===== src/rtl/dac_iq_stream_feeder.sv =====
`default_nettype none
// ============================================================================
// Module   : dac_iq_stream_feeder
// Brief    : AXIS IQ-pair FIFO feeder with round/saturate to offset-binary
//            DAC codes and DAC IQ-reset sequencing. Optional underflow
//            counter enabled by macro DAC_UNDERFLOW_COUNT_EN.
// Revision : 1.0
// ============================================================================
module dac_iq_stream_feeder #(
  parameter int INT_DAC_DATA_WIDTH  = 10,
  parameter int INT_AXIS_DATA_WIDTH = 32,
  parameter int INT_FIFO_DEPTH      = 8,
  parameter int INT_IQRST_CYCLES    = 4
) (
  input  logic                              in_clk_data,
  input  logic                              in_rstn,
  input  logic [INT_AXIS_DATA_WIDTH-1:0]    in_axis_tdata,
  input  logic                              in_axis_tvalid,
  output logic                              out_axis_tready,
  input  logic                              in_enable,
  input  logic                              in_dac_ready,
  output logic [INT_DAC_DATA_WIDTH-1:0]     out_dac_data_ch1,
  output logic [INT_DAC_DATA_WIDTH-1:0]     out_dac_data_ch2,
  output logic                              out_valid_ch1,
  output logic                              out_valid_ch2,
  output logic                              out_dac_rst,
  output logic                              out_underflow,
  output logic [$clog2(INT_FIFO_DEPTH):0]   out_fifo_level
`ifdef DAC_UNDERFLOW_COUNT_EN
  ,
  output logic [15:0]                       out_underflow_count
`endif
);

  localparam int W  = INT_DAC_DATA_WIDTH;
  localparam int AW = $clog2(INT_FIFO_DEPTH);
  localparam int LW = AW + 1;
  localparam int CW = (INT_IQRST_CYCLES > 1) ? $clog2(INT_IQRST_CYCLES) : 1;

  localparam logic [W-1:0]  C_MID      = {1'b1, {(W-1){1'b0}}};
  localparam logic [LW-1:0] C_FULL     = LW'(INT_FIFO_DEPTH);
  localparam logic [LW-1:0] C_HALF     = LW'(INT_FIFO_DEPTH / 2);
  localparam logic [CW-1:0] C_RST_LAST = CW'(INT_IQRST_CYCLES - 1);

  typedef enum logic [1:0] {ST_RST, ST_IDLE, ST_PRIME, ST_RUN} state_e;

  state_e            state_q, state_d;
  logic [CW-1:0]     rst_cnt_q, rst_cnt_d;
  logic [2*W-1:0]    mem_q [INT_FIFO_DEPTH];
  logic [AW-1:0]     wr_ptr_q, rd_ptr_q;
  logic [LW-1:0]     level_q;
  logic [2*W-1:0]    data_q;
  logic              valid_q;
  logic              underflow_q;

  logic [1:0][W-1:0] w_conv;
  logic              w_full, w_empty, w_active, w_flush;
  logic              w_push, w_pop, w_underflow;

  // Converted codes are what the FIFO stores, so the read side is a plain register.
  for (genvar h = 0; h < 2; h++) begin : g_half
    logic [15:0] s;
    assign s = in_axis_tdata[16*h +: 16];
    if (W == 16) begin : g_passthru
      assign w_conv[h] = {~s[15], s[14:0]};
    end else begin : g_round
      localparam logic [16:0] C_RND = 17'(1) << (15 - W);
      logic [16:0] r;
      logic [W-1:0] sat;
      logic unused_rnd;
      assign r          = {s[15], s} + C_RND;
      assign sat        = (!r[16] && r[15]) ? {1'b0, {(W-1){1'b1}}} : r[15:16-W];
      assign unused_rnd = ^r[15-W:0];
      assign w_conv[h]  = {~sat[W-1], sat[W-2:0]};
    end
  end

  assign w_full      = (level_q == C_FULL);
  assign w_empty     = (level_q == '0);
  assign w_active    = (state_q == ST_PRIME) || (state_q == ST_RUN);
  assign w_flush     = (state_q == ST_IDLE) || ((state_q != ST_RST) && !in_enable);
  assign w_push      = in_axis_tvalid && out_axis_tready && !w_flush;
  assign w_pop       = (state_q == ST_RUN) && in_enable && in_dac_ready && !w_empty;
  assign w_underflow = (state_q == ST_RUN) && in_enable && in_dac_ready && w_empty;

  always_comb begin
    state_d   = state_q;
    rst_cnt_d = rst_cnt_q;
    case (state_q)
      ST_RST: begin
        if (rst_cnt_q == C_RST_LAST) state_d = ST_IDLE;
        else                         rst_cnt_d = rst_cnt_q + 1'b1;
      end
      ST_IDLE:  if (in_enable) state_d = ST_PRIME;
      ST_PRIME: begin
        if (!in_enable)             state_d = ST_IDLE;
        else if (level_q >= C_HALF) state_d = ST_RUN;
      end
      ST_RUN:   if (!in_enable) state_d = ST_IDLE;
      default:  state_d = ST_IDLE;
    endcase
  end

  always_ff @(posedge in_clk_data or negedge in_rstn) begin
    if (!in_rstn) begin
      state_q     <= ST_RST;
      rst_cnt_q   <= '0;
      wr_ptr_q    <= '0;
      rd_ptr_q    <= '0;
      level_q     <= '0;
      data_q      <= {C_MID, C_MID};
      valid_q     <= 1'b0;
      underflow_q <= 1'b0;
    end else begin
      state_q     <= state_d;
      rst_cnt_q   <= rst_cnt_d;
      underflow_q <= w_underflow;
      if (w_flush) begin
        wr_ptr_q <= '0;
        rd_ptr_q <= '0;
        level_q  <= '0;
        data_q   <= {C_MID, C_MID};
        valid_q  <= 1'b0;
      end else begin
        if (w_push) wr_ptr_q <= wr_ptr_q + 1'b1;
        if (w_pop) begin
          rd_ptr_q <= rd_ptr_q + 1'b1;
          data_q   <= mem_q[rd_ptr_q];
        end
        level_q <= level_q + LW'(w_push) - LW'(w_pop);
        valid_q <= w_pop;
      end
    end
  end

  always_ff @(posedge in_clk_data) begin
    if (w_push) mem_q[wr_ptr_q] <= w_conv;
  end

`ifdef DAC_UNDERFLOW_COUNT_EN
  logic [15:0] uf_cnt_q;

  always_ff @(posedge in_clk_data or negedge in_rstn) begin
    if (!in_rstn) begin
      uf_cnt_q <= '0;
    end else if ((state_q == ST_IDLE) && (state_d == ST_PRIME)) begin
      uf_cnt_q <= '0;
    end else if (w_underflow && (uf_cnt_q != 16'hFFFF)) begin
      uf_cnt_q <= uf_cnt_q + 16'd1;
    end
  end

  assign out_underflow_count = uf_cnt_q;
`endif

  assign out_axis_tready  = w_active && !w_full;
  assign out_dac_rst      = (state_q == ST_RST);
  assign out_dac_data_ch1 = data_q[W-1:0];
  assign out_dac_data_ch2 = data_q[2*W-1:W];
  assign out_valid_ch1    = valid_q;
  assign out_valid_ch2    = valid_q;
  assign out_underflow    = underflow_q;
  assign out_fifo_level   = level_q;

endmodule
`default_nettype wire


===== config.mk =====
export PLATFORM = sky130hd
export DESIGN_NAME = dac_iq_stream_feeder
export DESIGN_NICKNAME = d
export VERILOG_FILES = /design/src/rtl/dac_iq_stream_feeder.sv
export SDC_FILE = /design/constraint.sdc
export NUM_CORES = 1
export LEC_CHECK = 0
export CELL_PAD_IN_SITES_DETAIL_PLACEMENT = 0
export CELL_PAD_IN_SITES_GLOBAL_PLACEMENT = 1
export CORE_ASPECT_RATIO = 1.25
export CORE_UTILIZATION = 40
export CTS_BUF_LIST = sky130_fd_sc_hd__clkbuf_8
export CTS_CLUSTER_SIZE = 28
export DETAILED_ROUTE_END_ITERATION = 6
export GPL_TIMING_DRIVEN = 0
export PLACE_DENSITY = 0.65
export SLEW_MARGIN = 30
export SYNTH_ARGS = -nofsm -noshare
export SYNTH_HDL_FRONTEND = slang
export SYNTH_SLANG_ARGS = --single-unit
export TNS_END_PERCENT = 1

===== constraint.sdc =====
create_clock -name in_clk_data -period 4.82 [get_ports in_clk_data]
set_clock_uncertainty 0.05 [all_clocks]
set_input_delay 0.723 -clock in_clk_data [delete_from_list [all_inputs] [get_ports in_clk_data]]
set_output_delay 0.723 -clock in_clk_data [all_outputs]
set_load 0.02 [all_outputs]

==> run summary, run 1 <==
status = finished, final reports clean
initial antenna violation count = 0
Die X = 129 um
leak pwr = 0.00333 uW
drt drc = 0
Yosys reg bits = 196
DRT iter0 DRCs = 349
achievable frequency = 0.313 GHz
top-area cell type share of the netlist area = 59.1%
Hold Path Class = in -> async
Synth async-reset ratio = 18.4%
final net count = 619
critical path type = reg -> reg
Mapped Avg Cell Area = 17.0 sq um
Post CTS Setup Buffer Count = 0
clock net sink count = 196
pwr dens = 347 nW/um^2
Die Ht = 161 um
Core Footprint = 19,700 sq um
minimum hold slack = 0.143 ns
critical path peak fanout = 6
Tot Pwr = 3350 uW
H-tree lvl count = 4
Crit. End Element = flip-flop
setup repair after global routing missed its margin = false
largest net degree at the start of global routing = 23
Worst R2R Setup Slack = 1.63 ns
count of max-cap constraint violations = 0
cts repair resizes = 0
Clock Pin Slew Worst Setup and Hold Paths = 0.10 ns
Multi-input gate area = 2290 sq um
fin. max-slew vios = 0
remaining antenna violation count = 0
Rows = 57
Area Overhead vs Synth = 18.8%
vias per cell = 5.22
peak supply drop = 177 uV
top post-synthesis cells by area = edfxtp_1 (59%), mux4_2 (11%), dfrtp_1 (10%)
clk_lat worst skew = 0.45 ns
Startpoint Class = flip-flop
EDFF count, synth = 160
most common cell in the netlist = edfxtp_1
IO Pins = 66
Top FF cell, synth = edfxtp_1
GRT overflow = 0
worst slack, placed = 1.28 ns
worst setup margin = 1.63 ns
die area = 20,900 sq um
Tot GR Track Use = 18.1%
CTS buffer count = 17
Max Root-Sink Buffers = 2
register area = 5710 sq um
routability congestion estimate = 0.704
WL final = 17,300 um
mapped cell area = 8130 sq um
Avg WL per Cell = 20.5 um
via count = 4,400
register area share after synthesis = 70.2%
Pre-antenna DRT Iters = 4
Mapped Nets = 532
final worst path period need = 3.19 ns
Final Hold Fails = 0
Worst-Margin Slew = 0.715 ns
Fill cells = 1,664
Post-Syn Instances = 478
Worst EP arrival = 3.32 ns
Yosys top cell by area = edfxtp_1
Unique masters post-synth = 49
Tcrit/Tclk final = 66.2%
first-pass GRT wire length = 26,700 um
cts-stage hold buffer count = 0
Starting Density = 41.3%
synth cell count leaders = edfxtp_1 (160), mux4_2 (40), nor2_1 (40), dfrtp_1 (34), nand2_1 (27)
slew margin rel. = 52.0%
setup violators final = 0
n_diodes = 0
Buffers on Ports = 55
CTS tree = yes
Clock Tree Root = clkbuf_8
share of layout cells above drive strength 1 = 20.8%
yosys warns = 0
worst path required time = 4.95 ns
DP Wirelength = 12,100 um
number of global-route vias before repair = 4,705
[cell usage in the layout (no fill, tap or decap), drive strengths merged, types with 5 or more instances in the layout]
master	netlist	final
edfxtp	160	160
ha	16	16
mux2i	6	6
o22ai	18	18
a21oi	8	8
dfrtp	34	34
and2	5	5
clkdlybuf4s50	0	54
inv	11	18
xor2	6	6
o21ai	21	21
xnor2	14	14
mux4	40	40
nand3	9	9
buf	16	30
nor3	8	8
clkbuf	5	22
nor2	40	40
nand2	27	27
clkinv	0	5
[layer usage]
layer / up-vias / wire length, um / track usage (%)
li1: 2019 / - / -
met1: 2236 / 7070 / 22.0
met2: 120 / 9040 / 30.8
met3: 25 / 741 / 3.81
met4: 0 / 444 / 8.09
met5: - / 0 / 0
[power breakdown]
| part | total, uW | switching, uW | internal [uW] |
|---|---|---|---|
| clock network | 962 | 558 | 404 |
| logic | 457 | 265 | 192 |
| registers | 1930 | 33.6 | 1900 |
[kinds of logic (layout without fill, tap and decap cells)]
family | count (synthesis) | count (layout) | share of synthesized area (%)
flip-flops | 196 | 196 | 70.2
AND/OR/NAND/NOR | 112 | 112 | 6.77
buffers and inverters | 32 | 132 | 2.29
AO/OA/AOI/OAI | 54 | 54 | 3.86
XOR/XNOR | 20 | 20 | 2.16
adder cells (fa/ha/maj) | 17 | 17 | 2.71
multiplexers | 47 | 47 | 12.0
[metrics by stage]
stage | cells | utilization, % | setup TNS (ns) | instance area (sq um)
CTS | 843 | 49.0 | 0 | 9650
floorplan | 478 | - | 0 | 8130
detailed placement | 811 | 47.3 | 0 | 9300
global placement | 798 | 45.8 | -18.67 | 9010
global route | 843 | 49.0 | 0 | 9650
finish | 843 | 49.0 | 0 | 9650
[flip-flops by register name, summed over array words and instances, names as in the netlist]
signal	cells
out_valid_ch1	1
state_q	2
rd_ptr_q	3
out_underflow	1
rst_cnt_q	2
out_fifo_level	4
wr_ptr_q	3
mem_q	160
data_q	20
[path summary, 6_finish.rpt]
path / start / to / depth (start not counted)
min in group in_clk_data: rst_cnt_q[0] / rst_cnt_q[0] / 1
max in group asynchronous: in_rstn / data_q[19] / 2
hold / removal: in_rstn / data_q[7] / 1
hold reg to reg: rst_cnt_q[0] / rst_cnt_q[0] / 1
setup reg to reg: state_q[0] / mem_q[0][7] / 10
setup / recovery: state_q[0] / mem_q[0][7] / 10
[worst max-delay path, stage by stage (launching register included)]
cell and delay [ns]:
dfrtp_1 0.44, inv_1 0.13, ha_1 0.20, or2_2 0.15, and3_1 0.16, clkbuf_1 0.23, nand3b_1 0.33, nor3_2 0.62
buf_4 0.30, buf_6 0.16, buf_6 0.14
[layout make-up]
class,count,share of cell area (%)
Clock inverter,15,1.19
Multi-Input combinational cell,250,23.7
Tap cell,265,3.44
Buffer,21,1.50
Timing Repair Buffer,68,8.18
Sequential cell,196,59.1
Inverter,11,0.428
Clock buffer,17,2.42
(Power assumes the default switching activity.)
==> run 2: changes to the inputs <==
==> constraint.sdc (replaced) <==
create_clock -name in_clk_data -period 3.3 [get_ports in_clk_data]
set_clock_uncertainty 0.05 [all_clocks]
set_input_delay 0.495 -clock in_clk_data [delete_from_list [all_inputs] [get_ports in_clk_data]]
set_output_delay 0.495 -clock in_clk_data [all_outputs]
set_load 0.02 [all_outputs]
==> run 2 against run 1 <==
  * Sequential power grew 46%
  * Maximum frequency grew 5.3%
  * Combinational power grew 47%
  * Sequential cell count is the same
  * Register-to-register slack lost 1.4 ns
  * Clock power grew 47%
  * Global-route usage is the same
  * Cell count grew 0.12%
  * Routed wire length is essentially flat
  * Critical path type unchanged
==> run summary, run 2 (synthesis results as in run 1) <==
Crit. End Element = flip-flop
fin. max-slew vios = 0
worst path required time = 3.42 ns
H-tree lvl count = 4
hold path cells = 1
Finished Core Util = 49.1%
Core Footprint = 19,700 sq um
CTS buffer count = 17
hold_sp = rst_cnt_q[0]
worst setup margin = 0.270 ns
Buffers on Ports = 55
Die Ht = 161 um
n_diodes = 0
GRT overflow = 0
critical path peak fanout = 6
register area = 5710 sq um
Final Hold Fails = 0
clk_lat worst skew = 0.45 ns
Startpoint Class = flip-flop
Fin Setup TNS = 0 ns
slew margin rel. = 52.5%
final net count = 620
number of global-route vias before repair = 4,705
achievable frequency = 0.330 GHz
most flop-heavy register = mem_q
critical path type = reg -> reg
Hold Path Class = reg -> reg
most frequent cells in the layout = edfxtp_1 (160), clkdlybuf4s50_1 (54), mux4_2 (40), nor2_1 (34), dfrtp_1 (34)
Avg WL per Cell = 20.5 um
Area Overhead vs Synth = 19.0%
DRT iter0 DRCs = 346
setup repair after global routing missed its margin = false
reg2reg end = mem_q[0][7]
most common cell after layout, fill and taps aside = edfxtp_1
pwr dens = 506 nW/um^2
Tcrit/Tclk final = 91.8%
via count = 4,375
peak supply drop = 257 uV
Pre-antenna DRT Iters = 4
largest net degree at the start of global routing = 23
vias per cell = 5.18
routability congestion estimate = 0.704
Starting Density = 41.3%
first-pass GRT wire length = 26,700 um
Reg2Reg Depth = 10
initial antenna violation count = 0
Multi-input gate area = 2300 sq um
Clock Tree Root = clkbuf_8
final cell area excluding filler cells = 9670 sq um
max reg flops = 160
Clock Pin Slew Worst Setup and Hold Paths = 0.09 ns
setup violators final = 0
Worst EP arrival = 3.15 ns
die area = 20,900 sq um
count of max-cap constraint violations = 0
minimum hold slack = 0.431 ns
Worst R2R Setup Slack = 0.27 ns
share of layout cells above drive strength 1 = 20.7%
hold endpoint = rst_cnt_q[0]
leak pwr = 0.00333 uW
WL final = 17,300 um
Tot GR Track Use = 18.1%
DP Wirelength = 12,100 um
R2R Path Start = state_q[0]
Fill cells = 1,661
final worst path period need = 3.03 ns
IO Pins = 66
placed inst area = 9300 sq um
remaining antenna violation count = 0
worst slack, placed = -0.0158 ns
CTS tree = yes
Worst-Margin Slew = 0.708 ns
clock net sink count = 196
Max Root-Sink Buffers = 2
Rows = 57
Die X = 129 um
drt drc = 0
status = finished, final reports clean
==> run 2: cell count changes in the layout (fill, tap and decap cells not counted), sizes merged <==
cell	change
dlygate4sd3	+1
==> run 2: worst max-delay path, cell delays in order (launching register included) <==
cell      delay (ns)
dfrtp_1         0.44
inv_1           0.13
ha_1            0.20
or2_2           0.15
and3_1          0.16
clkbuf_1        0.23
nand3b_1        0.35
nor3_4          0.47
buf_4           0.27
buf_6           0.16
buf_6           0.14
==> run 2: cell type report <==
class | count | area share (%)
buffer | 21 | 1.50
clock buffer | 17 | 2.42
multi-input combinational | 250 | 23.8
clock inverter | 15 | 1.19
timing repair buffer | 69 | 8.26
inverter | 11 | 0.427
tap | 265 | 3.43
sequential | 196 | 59.0
==> run 2: worst max path at each step <==
stage / startpoint / endpoint / cells after the start
2_1_floorplan: out_fifo_level[2] / mem_q[1][0] / 7
3_3_place_gp: in_axis_tvalid / mem_q[1][10] / 5
3_5_place_dp: in_enable / mem_q[0][13] / 7
4_1_cts: state_q[0] / mem_q[0][7] / 10
5_1_grt: state_q[0] / mem_q[0][7] / 10
6_report: state_q[0] / mem_q[0][7] / 10
==> run 2: per-layer routing <==
layer	wire length (um)	global-route usage [%]	vias to the layer above
li1	-	-	2021
met1	6990	22.0	2227
met2	9190	30.8	108
met3	741	3.81	19
met4	354	8.09	0
met5	0	0	-
==> run 2: timing repair <==
item,in CTS,in global routing
resized for setup,0,2
endpoints found under the hold margin,14,0
hold buffers,1,0
setup buffers,0,0
endpoints found under the setup margin,0,11
==> run 2: per-stage QoR <==
step | instances | power [uW]
6_report | 844 | 4900
5_1_grt | 844 | 5100
4_1_cts | 844 | 4960
3_5_place_dp | 811 | 3560
3_3_place_gp | 798 | 3510
2_1_floorplan | 478 | 3280
==> run 2: power by group <==
part           switching [uW]  total (uW)  internal (uW)
Sequential               49.6        2820           2770
Clock                     817        1410            590
Combinational             389         671            282
Total                    1260        4900           3640
